**src/rtl/seg_scan_pkg.sv**
```systemverilog
// Shared constants and types for the seven-segment scan decoder.
// Patterns are active-low, bit 6 = segment g, bit 0 = segment a.
package seg_scan_pkg;

    localparam int unsigned SEG_W    = 7;
    localparam int unsigned NIBBLE_W = 4;

    localparam logic [SEG_W-1:0] SEG_0     = 7'b1000000;
    localparam logic [SEG_W-1:0] SEG_1     = 7'b1111001;
    localparam logic [SEG_W-1:0] SEG_2     = 7'b0100100;
    localparam logic [SEG_W-1:0] SEG_3     = 7'b0110000;
    localparam logic [SEG_W-1:0] SEG_4     = 7'b0011001;
    localparam logic [SEG_W-1:0] SEG_5     = 7'b0010010;
    localparam logic [SEG_W-1:0] SEG_6     = 7'b0000010;
    localparam logic [SEG_W-1:0] SEG_7     = 7'b1111000;
    localparam logic [SEG_W-1:0] SEG_8     = 7'b0000000;
    localparam logic [SEG_W-1:0] SEG_9     = 7'b0011000;
    localparam logic [SEG_W-1:0] SEG_A     = 7'b0001000;
    localparam logic [SEG_W-1:0] SEG_B     = 7'b0000011;
    localparam logic [SEG_W-1:0] SEG_C     = 7'b1000110;
    localparam logic [SEG_W-1:0] SEG_D     = 7'b0100001;
    localparam logic [SEG_W-1:0] SEG_E     = 7'b0000110;
    localparam logic [SEG_W-1:0] SEG_F     = 7'b0001110;
    localparam logic [SEG_W-1:0] SEG_BLANK = 7'b1111111;

    typedef enum logic {
        SYNC,
        COLLECT
    } frame_state_t;

endpackage

```
**src/rtl/seg7_to_nibble.sv**
```systemverilog
// Combinational active-low seven-segment pattern to hex nibble decoder.
// SEG_SCAN_BLANK_ZERO_EN: blank pattern decodes to 0 without error.
module seg7_to_nibble
    import seg_scan_pkg::*;
(
    input  logic [SEG_W-1:0]    seg,
    output logic [NIBBLE_W-1:0] nibble,
    output logic                err
);

    always_comb begin
        nibble = '0;
        err    = 1'b0;
        case (seg)
            SEG_0: nibble = 4'h0;
            SEG_1: nibble = 4'h1;
            SEG_2: nibble = 4'h2;
            SEG_3: nibble = 4'h3;
            SEG_4: nibble = 4'h4;
            SEG_5: nibble = 4'h5;
            SEG_6: nibble = 4'h6;
            SEG_7: nibble = 4'h7;
            SEG_8: nibble = 4'h8;
            SEG_9: nibble = 4'h9;
            SEG_A: nibble = 4'hA;
            SEG_B: nibble = 4'hB;
            SEG_C: nibble = 4'hC;
            SEG_D: nibble = 4'hD;
            SEG_E: nibble = 4'hE;
            SEG_F: nibble = 4'hF;
`ifdef SEG_SCAN_BLANK_ZERO_EN
            // Leading-zero suppression: a dark digit reads as zero.
            SEG_BLANK: nibble = 4'h0;
`endif
            default: err = 1'b1;
        endcase
    end

endmodule

```
**src/rtl/seg_scan_decoder.sv**
```systemverilog
// Recovers hex nibbles from a multiplexed active-low seven-segment scan bus
// and presents each full frame on valid/ready. Option: SEG_SCAN_BLANK_ZERO_EN.
module seg_scan_decoder
    import seg_scan_pkg::*;
#(
    parameter int unsigned NUM_DIGITS    = 4,
    parameter int unsigned STABLE_CYCLES = 3
) (
    input  logic                    clk,
    input  logic                    reset,
    input  logic [6:0]              seg_in,
    input  logic [NUM_DIGITS-1:0]   dig_en,
    output logic                    out_valid,
    input  logic                    out_ready,
    output logic [4*NUM_DIGITS-1:0] out_value,
    output logic [NUM_DIGITS-1:0]   out_err,
    output logic                    out_overrun
);

    localparam int unsigned RUN_W = $clog2(STABLE_CYCLES + 1);
    localparam int unsigned VAL_W = NIBBLE_W * NUM_DIGITS;
    localparam logic [RUN_W-1:0] RUN_MAX = RUN_W'(STABLE_CYCLES);

    logic [SEG_W-1:0]      seg_q, seg_prev;
    logic [NUM_DIGITS-1:0] dig_q, dig_prev;
    logic [RUN_W-1:0]      run_q, run_d;
    logic                  cap_q, cap_d;
    logic                  same_c;

    logic [NIBBLE_W-1:0]   cap_nib;
    logic                  cap_err;

    frame_state_t          state_q, state_d;
    logic [NUM_DIGITS-1:0] mask_q, mask_d;
    logic [VAL_W-1:0]      slot_val_q, slot_val_d;
    logic [NUM_DIGITS-1:0] slot_err_q, slot_err_d;
    logic                  valid_d, overrun_d;
    logic [VAL_W-1:0]      value_d;
    logic [NUM_DIGITS-1:0] err_d;
    logic                  complete_c, handshake_c;

    // Stability run: one capture per held, one-hot sample.
    always_comb begin
        same_c = (seg_q == seg_prev) && (dig_q == dig_prev);
        run_d  = run_q;
        if (!$onehot(dig_q)) begin
            run_d = '0;
        end else if (!same_c) begin
            run_d = RUN_W'(1);
        end else if (run_q != RUN_MAX) begin
            run_d = run_q + RUN_W'(1);
        end
        cap_d = (run_d == RUN_MAX) && ((run_q != RUN_MAX) || !same_c);
    end

    // seg_prev/dig_prev hold the sample that cap_q refers to.
    always_ff @(posedge clk) begin
        if (reset) begin
            seg_q    <= '0;
            dig_q    <= '0;
            seg_prev <= '0;
            dig_prev <= '0;
            run_q    <= '0;
            cap_q    <= 1'b0;
        end else begin
            seg_q    <= seg_in;
            dig_q    <= dig_en;
            seg_prev <= seg_q;
            dig_prev <= dig_q;
            run_q    <= run_d;
            cap_q    <= cap_d;
        end
    end

    seg7_to_nibble u_dec (
        .seg    (seg_prev),
        .nibble (cap_nib),
        .err    (cap_err)
    );

    always_ff @(posedge clk) begin
        if (reset) begin
            state_q     <= SYNC;
            mask_q      <= '0;
            slot_val_q  <= '0;
            slot_err_q  <= '0;
            out_valid   <= 1'b0;
            out_value   <= '0;
            out_err     <= '0;
            out_overrun <= 1'b0;
        end else begin
            state_q     <= state_d;
            mask_q      <= mask_d;
            slot_val_q  <= slot_val_d;
            slot_err_q  <= slot_err_d;
            out_valid   <= valid_d;
            out_value   <= value_d;
            out_err     <= err_d;
            out_overrun <= overrun_d;
        end
    end

    // Frame assembly and output register next-state.
    always_comb begin
        state_d     = state_q;
        mask_d      = mask_q;
        slot_val_d  = slot_val_q;
        slot_err_d  = slot_err_q;
        valid_d     = out_valid;
        value_d     = out_value;
        err_d       = out_err;
        overrun_d   = out_overrun;
        complete_c  = 1'b0;
        handshake_c = out_valid && out_ready;

        if (cap_q) begin
            case (state_q)
                SYNC: begin
                    if (dig_prev[0]) begin
                        slot_val_d[NIBBLE_W-1:0] = cap_nib;
                        slot_err_d[0]            = cap_err;
                        mask_d                   = NUM_DIGITS'(1);
                        state_d                  = COLLECT;
                    end
                end
                COLLECT: begin
                    for (int unsigned i = 0; i < NUM_DIGITS; i++) begin
                        if (dig_prev[i]) begin
                            slot_val_d[NIBBLE_W*i +: NIBBLE_W] = cap_nib;
                            slot_err_d[i]                      = cap_err;
                        end
                    end
                    // Digit 0 marks the start of a scan, so it restarts the frame.
                    mask_d = dig_prev[0] ? NUM_DIGITS'(1) : (mask_q | dig_prev);
                end
                default: state_d = SYNC;
            endcase

            if (&mask_d) begin
                complete_c = 1'b1;
                mask_d     = '0;
                state_d    = SYNC;
            end
        end

        if (complete_c && (!out_valid || handshake_c)) begin
            valid_d = 1'b1;
            value_d = slot_val_d;
            err_d   = slot_err_d;
            if (handshake_c) begin
                overrun_d = 1'b0;
            end
        end else if (complete_c) begin
            overrun_d = 1'b1;
        end else if (handshake_c) begin
            valid_d   = 1'b0;
            overrun_d = 1'b0;
        end
    end

endmodule

```
**config.mk**
```make
export PLATFORM = sky130hd
export DESIGN_NAME = seg_scan_decoder
export DESIGN_NICKNAME = d
export VERILOG_FILES = /design/src/rtl/seg_scan_pkg.sv /design/src/rtl/seg7_to_nibble.sv /design/src/rtl/seg_scan_decoder.sv
export SDC_FILE = /design/constraint.sdc
export NUM_CORES = 1
export LEC_CHECK = 0
export CAP_MARGIN = 10
export CORE_ASPECT_RATIO = 1.1
export CORE_MARGIN = 2
export CORE_UTILIZATION = 41
export DETAILED_ROUTE_END_ITERATION = 10
export GPL_TIMING_DRIVEN = 0
export PLACE_DENSITY_LB_ADDON = 0.3
export SYNTH_ARGS = -nofsm -noshare
export SYNTH_HDL_FRONTEND = slang
export SYNTH_SLANG_ARGS = --single-unit
export TNS_END_PERCENT = 50
```
**constraint.sdc**
```tcl
create_clock -name clk -period 2.4 [get_ports clk]
set_input_delay 0.48 -clock clk [delete_from_list [all_inputs] [get_ports clk]]
set_output_delay 0.48 -clock clk [all_outputs]
set_load 0.02 [all_outputs]
```
# Word-level counts from Yosys, hierarchy flattened
# Cells that the tools add are included.
[totals]
ramBits = 0
latch_bits = 0
mem_bits_ro = 0
in_bits = 14
mem_count = 0
reg_bits = 72
wordCells = 87
[op_classes]
n_lt_le_gt_ge = 0
shift = 0
n_reduce_logical = 13
bitwise = 2
n_div = 0
n_eq_ne = 21
mul = 0
addsub = 4
n_mux = 33
[op_table]
columns = ["cell", "n"]
rows = [
  ["case mux 4 bit (15 select lines)", 1],
  ["two-way mux 4 bit", 9],
  ["equality test 7 bit, second input constant", 4],
  ["equality test 7 x 5 -> 1 bit, second input constant", 3],
  ["equality test 7 x 6 -> 1 bit, second input constant", 3],
  ["two-way mux 1 bit", 16],
  ["two-way mux 16 bit", 1],
  ["OR reduction 16 bit", 1],
  ["equality test 7 x 2 -> 1 bit, second input constant", 2],
  ["equality test 7 x 4 -> 1 bit, second input constant", 2],
  ["two-way mux 12 bit", 1],
  ["case mux 4 bit (2 select lines)", 1],
  ["equality test 7 x 3 -> 1 bit, second input constant", 1],
  ["equality test 7 bit", 1],
  ["logical NOT 7 bit", 1],
  ["two-way mux 2 bit", 3],
  ["adder 1 x 1 -> 2 bit", 2],
  ["equality test 4 bit", 1],
  ["logical AND 1 bit", 4],
  ["bitwise OR 4 bit", 1],
  ["AND reduction 4 bit", 1],
  ["adder 2 x 2 -> 3 bit", 1],
  ["equality test 3 x 1 -> 1 bit, second input constant", 1],
  ["two-way mux 3 bit", 1],
  ["other kinds (9)", 11],
]

# Logic depth before layout (Yosys ltp)
[depth]
depth_word = 10
ltp_mapped = 8
ltp_nobuf = 8

# Modules after synthesis
# From an unflattened synthesis, not the netlist that was laid out.
[hier_totals]
cells_unflattened = 301
hier_area_um2 = 3133.0
[by_module_without_submodules]
columns = ["mod", "seq_area_each_um2", "n_inst", "cells_per_inst", "area_each_um2"]
rows = [
  ["seg_scan_decoder", 1441.4, 1, 248, 2742.6],
  ["seg7_to_nibble", 0.0, 1, 53, 390.4],
]

# Least setup slack after synthesis
# Ideal clock, no wire load.
[synth_timing]
path_type = "register to register"
startpoint = "reg dig_q[0]"
endpoint = "reg cap_q"
path_stages_with_launch = 9
synth_period_minus_slack_ns = 2.377
setup_time_ns = 0.078
setup_slack_ns = 0.023
required_time_ns = 2.322
arrival_ns = 2.300
path_cell_list = "dfxtp_1 inv_1 fa_1 inv_1 ha_1 ha_1 or4b_2 nand2b_1 nor3_1"
[synth_via]
elab_chain_len = 6
[synth_rtl]
columns = ["item", "line", "source"]
rows = [
  ["start: declaration", "seg_scan_decoder.sv:25", "logic [NUM_DIGITS-1:0] dig_q, dig_prev;"],
  ["start signal: assignment", "seg_scan_decoder.sv:67", "dig_q <= dig_en;"],
  ["adder 1 x 1 -> 2 bit (implied by the code) / equality test 4 bit (equally long branches)", "seg_scan_decoder.sv:46, seg_scan_decoder.sv:44", ""],
  ["adder 2 x 2 -> 3 bit (implied by the code) / logical AND 1 bit (equally long branches)", "seg_scan_decoder.sv:46, seg_scan_decoder.sv:44", ""],
  ["equality test 3 x 1 -> 1 bit / two-way mux 2 bit (equally long branches)", "seg_scan_decoder.sv:46, seg_scan_decoder.sv:48", ""],
  ["two-way mux 2 bit", "seg_scan_decoder.sv:46", "if (!$onehot(dig_q)) begin"],
  ["equality test 2 bit", "seg_scan_decoder.sv:53", "cap_d = (run_d == RUN_MAX) && ((run_q != RUN_MAX) || !same_c);"],
  ["logical AND 1 bit (*)", "seg_scan_decoder.sv:53", ""],
  ["end signal: assignment", "seg_scan_decoder.sv:71", "cap_q <= cap_d;"],
  ["end: declaration", "seg_scan_decoder.sv:27", "logic cap_q, cap_d;"],
]
# Mark *: on every way between the ends. The rest lies on a longest branch, timed or not.
# A chain may end at the register's enable or synchronous reset.

# Worst setup path in the final report
# Same ends and word-level chain as after synthesis.

==> reports/metrics.csv <==
stage,metric,value,unit
global_route,GRT Util Overall,18.05,%
pwr,maximum vdd drop,0.4083,mV
placement,pre-CTS setup slack,-0.1059,ns
sta,final setup margin,0.1352,ns
clock_network,Root Driver,clkbuf_8,
global_route,vias in the first global route,2389,
placement,PortBufs,34,
sta,final setup fails,0,
critical_path,crit path capture type,flip-flop,
clock_network,clk sinks,72,
sta,Slew Limit Fails,0,
clock_network,clk buf depth,2,
placement,DP Wirelength,5074,um
status,outcome,"finished, final reports clean",
sta,RSZ-0062 raised after global routing,false,
die,Total Die Area,0.008514,mm2
critical_path,R2R Setup Slk,0.14,ns
critical_path,critical path required time,2.67,ns
detailed_routing,Vias,2582,
synth,Syn Inst Count,343,
sta,f_max,441.5,MHz
die,Die H,96.58,um
die,Ports,36,
synth,Synthesized Nets,360,
synth,Main synth FF type,dfxtp_1,
synth,"Async S/R FF share, synth",0,%
final_layout,"commonest cells after routing, fill and taps aside","dfxtp_1, nor2_1, clkdlybuf4s50_1",
critical_path,critical path data arrival time,2.54,ns
synth,syn_area_per_cell,9.313,um2
final_layout,"commonest non-fill, non-tap cell in the layout",dfxtp_1,
sta,Slew headroom,59.29,%
die,Initial Utilization,42.51,%
synth,mapped cell area,0.003194,mm2
clock_network,H-Tree Depth,3,
final_layout,Ant. Diodes,0,
synth,Cell variety after synth,58,
sta,Layout Skew,0.008784,ns
sta,worst-margin pin slew,0.6107,ns
global_route,initial antenna violation count,0,
detailed_routing,TritonRoute pass-1 iters,4,
die,Core ar.,0.007515,mm2
hold_path,Worst Hold Class,reg2reg,
detailed_routing,DRT iter0 DRCs,94,
detailed_routing,Via density,5.174,
synth,yosys warns,0,
placement,routability cong.,0.9024,
final_layout,share of layout cells above drive strength 1,11.68,%
critical_path,CP Max Fanout,2,
clock_network,total CTS buffers,9,
final_layout,Filler Cell Count,720,
detailed_routing,DRC errors left,0,
die,Core Rows,33,
final_layout,Multi-input gate area,0.001592,mm2
clock_network,CTS tree,yes,
critical_path,Worst setup SP type,flip-flop,
global_route,gr ovfl total,0,
synth,#FFs+latches synth,72,
global_route,largest net degree at the start of global routing,12,
final_layout,Reg area,0.001444,mm2
sta,Final Hold Viols,0,
final_layout,post-layout util,52.23,%
run,# Max-Cap Violations,0,
synth,sequential share of the synthesized area,45.12,%
die,Die Wd,88.16,um
pwr,Power Density,638.5,mW/mm2
sta,final hold slack,0.4593,ns
sta,Period minus WS final,2.265,ns
synth,number of synthesized flops with an enable pin,0,
detailed_routing,final wirelength,6962,um
final_layout,nets,406,
global_route,first-pass GRT wire length,11670,um
clock_network,Hold Buf Count CTS,0,
final_layout,Layout Area Growth over Synthesis,22.87,%
sta,Final Cycle Share,94.37,%
clock_network,Worst-path clk slew,0.07,ns
detailed_routing,post-DR wirelength/cell,13.95,um
detailed_routing,post-route ant nets,0,
clock_network,clock latency on the worst-skew pair,0.35,ns
pwr,leakage power,1.383,nW
critical_path,Setup Crit Path Kind,reg2reg,
per-stage QoR:
step / total power, mW / cells / area [um2] / setup TNS, ns
after floorplan: 1.372 / 343 / 3194 / 0
after global placement: 1.426 / 482 / 3666 / -0.07666
after detailed placement: 1.428 / 482 / 3666 / -0.1558
after CTS: 2.532 / 498 / 3918 / 0
after global routing: 2.609 / 499 / 3925 / 0
final: 2.506 / 499 / 3925 / 0
registers in the layout, indices dropped and copies added (netlist names):
register / cells
cap_q: 1
state_q: 1
out_err: 4
dig_q: 4
dig_prev: 4
out_valid: 1
mask_q: 4
run_q: 2
out_overrun: 1
slot_val_q: 16
seg_prev: 7
out_value: 16
slot_err_q: 4
seg_q: 7
layer usage:
layer	track usage [%]	wire length (um)	up-vias	part of all wire [%]
li1	-	-	1299	-
met1	22.81	3174	1211	46
met2	29.76	3370	60	48
met3	4.588	311	12	4.5
met4	6.566	106	0	1.5
met5	0	0	-	0
Yosys cell counts (2+ instances only):
library cell   n  area, um2
a211oi_1       9      67.56
a21oi_1       10      50.05
a21oi_2        2      17.52
a31oi_1        2      12.51
a32oi_1        2      17.52
and2_1         2      12.51
and3_1         3      18.77
buf_1          4      15.01
buf_2          7      35.03
buf_4          3      22.52
buf_6          2      22.52
clkbuf_1      10      37.54
dfxtp_1       72       1441
ha_1           2      25.02
inv_1          8      30.03
nand2_1       13      48.80
nand2b_1       6      37.54
nand3_1        9      45.04
nand3b_1      13      97.59
nand4_1        2      12.51
nand4b_1       4      35.03
nor2_1        39      146.4
nor2b_1       25      156.4
nor3_1        19      95.09
nor3b_1        4      30.03
nor4bb_1       2      20.02
o211ai_1       6      45.04
o21a_1         5      37.54
o21ai_0        7      35.03
o22ai_1        3      18.77
o32ai_1        3      26.28
o41ai_1        3      26.28
o41ai_2        3      48.80
or3_1          4      25.02
xnor2_1       12      105.1
cells by family (layout without fill, tap and decap cells):
family | Yosys count | in the layout | synth area share (%)
compound gates | 64 | 64 | 15.79
xor+xnor | 13 | 13 | 3.564
fa+ha+maj | 3 | 3 | 1.410
buf+inv | 35 | 86 | 5.562
flops | 72 | 72 | 45.12
simple gates | 156 | 156 | 28.55
critical path, stage by stage, from the launching register on:
cell and delay, ns:
dfxtp_2 0.33, inv_1 0.06, fa_1 0.53, inv_1 0.04
ha_1 0.17, ha_1 0.26, or4b_4 0.54, nand2b_4 0.16
nor3_2 0.10
area by class of cell:
type / instances / share of cell area [%]
Timing Repair Buffer: 35 / 8.862
Tap cell: 105 / 3.347
Multi-Input combinational cell: 236 / 40.55
Inverter: 8 / 0.7651
Clock buffer: 14 / 4.399
Buffer: 27 / 3.762
Sequential cell: 72 / 36.79
Clock inverter: 2 / 1.530
where the power goes:
group          switching (mW)  total, mW  leakage [nW]  internal, mW
Sequential             0.0155       1.23         0.585          1.21
Clock                   0.429       1.10         0.117         0.672
Combinational          0.0913      0.175         0.681        0.0840
Total                   0.536       2.51          1.38          1.97
worst paths after layout:
check                                  start                         end  cells after the start
setup / recovery         dig_q[0]$_SDFF_PP0_            cap_q$_SDFF_PP0_                      8
hold / removal    out_value[13]$_SDFFE_PP0P_  out_value[13]$_SDFFE_PP0P_                      2
setup reg to reg         dig_q[0]$_SDFF_PP0_            cap_q$_SDFF_PP0_                      8
hold reg to reg   out_value[13]$_SDFFE_PP0P_  out_value[13]$_SDFFE_PP0P_                      2
what timing repair did:
item	4_1_cts	5_1_grt
gates resized for setup	5	0
setup endpoints to repair	2	1
cloned	0	0
hold endpoints to repair	0	0
setup buffers	0	1
(Power assumes the default switching activity.)
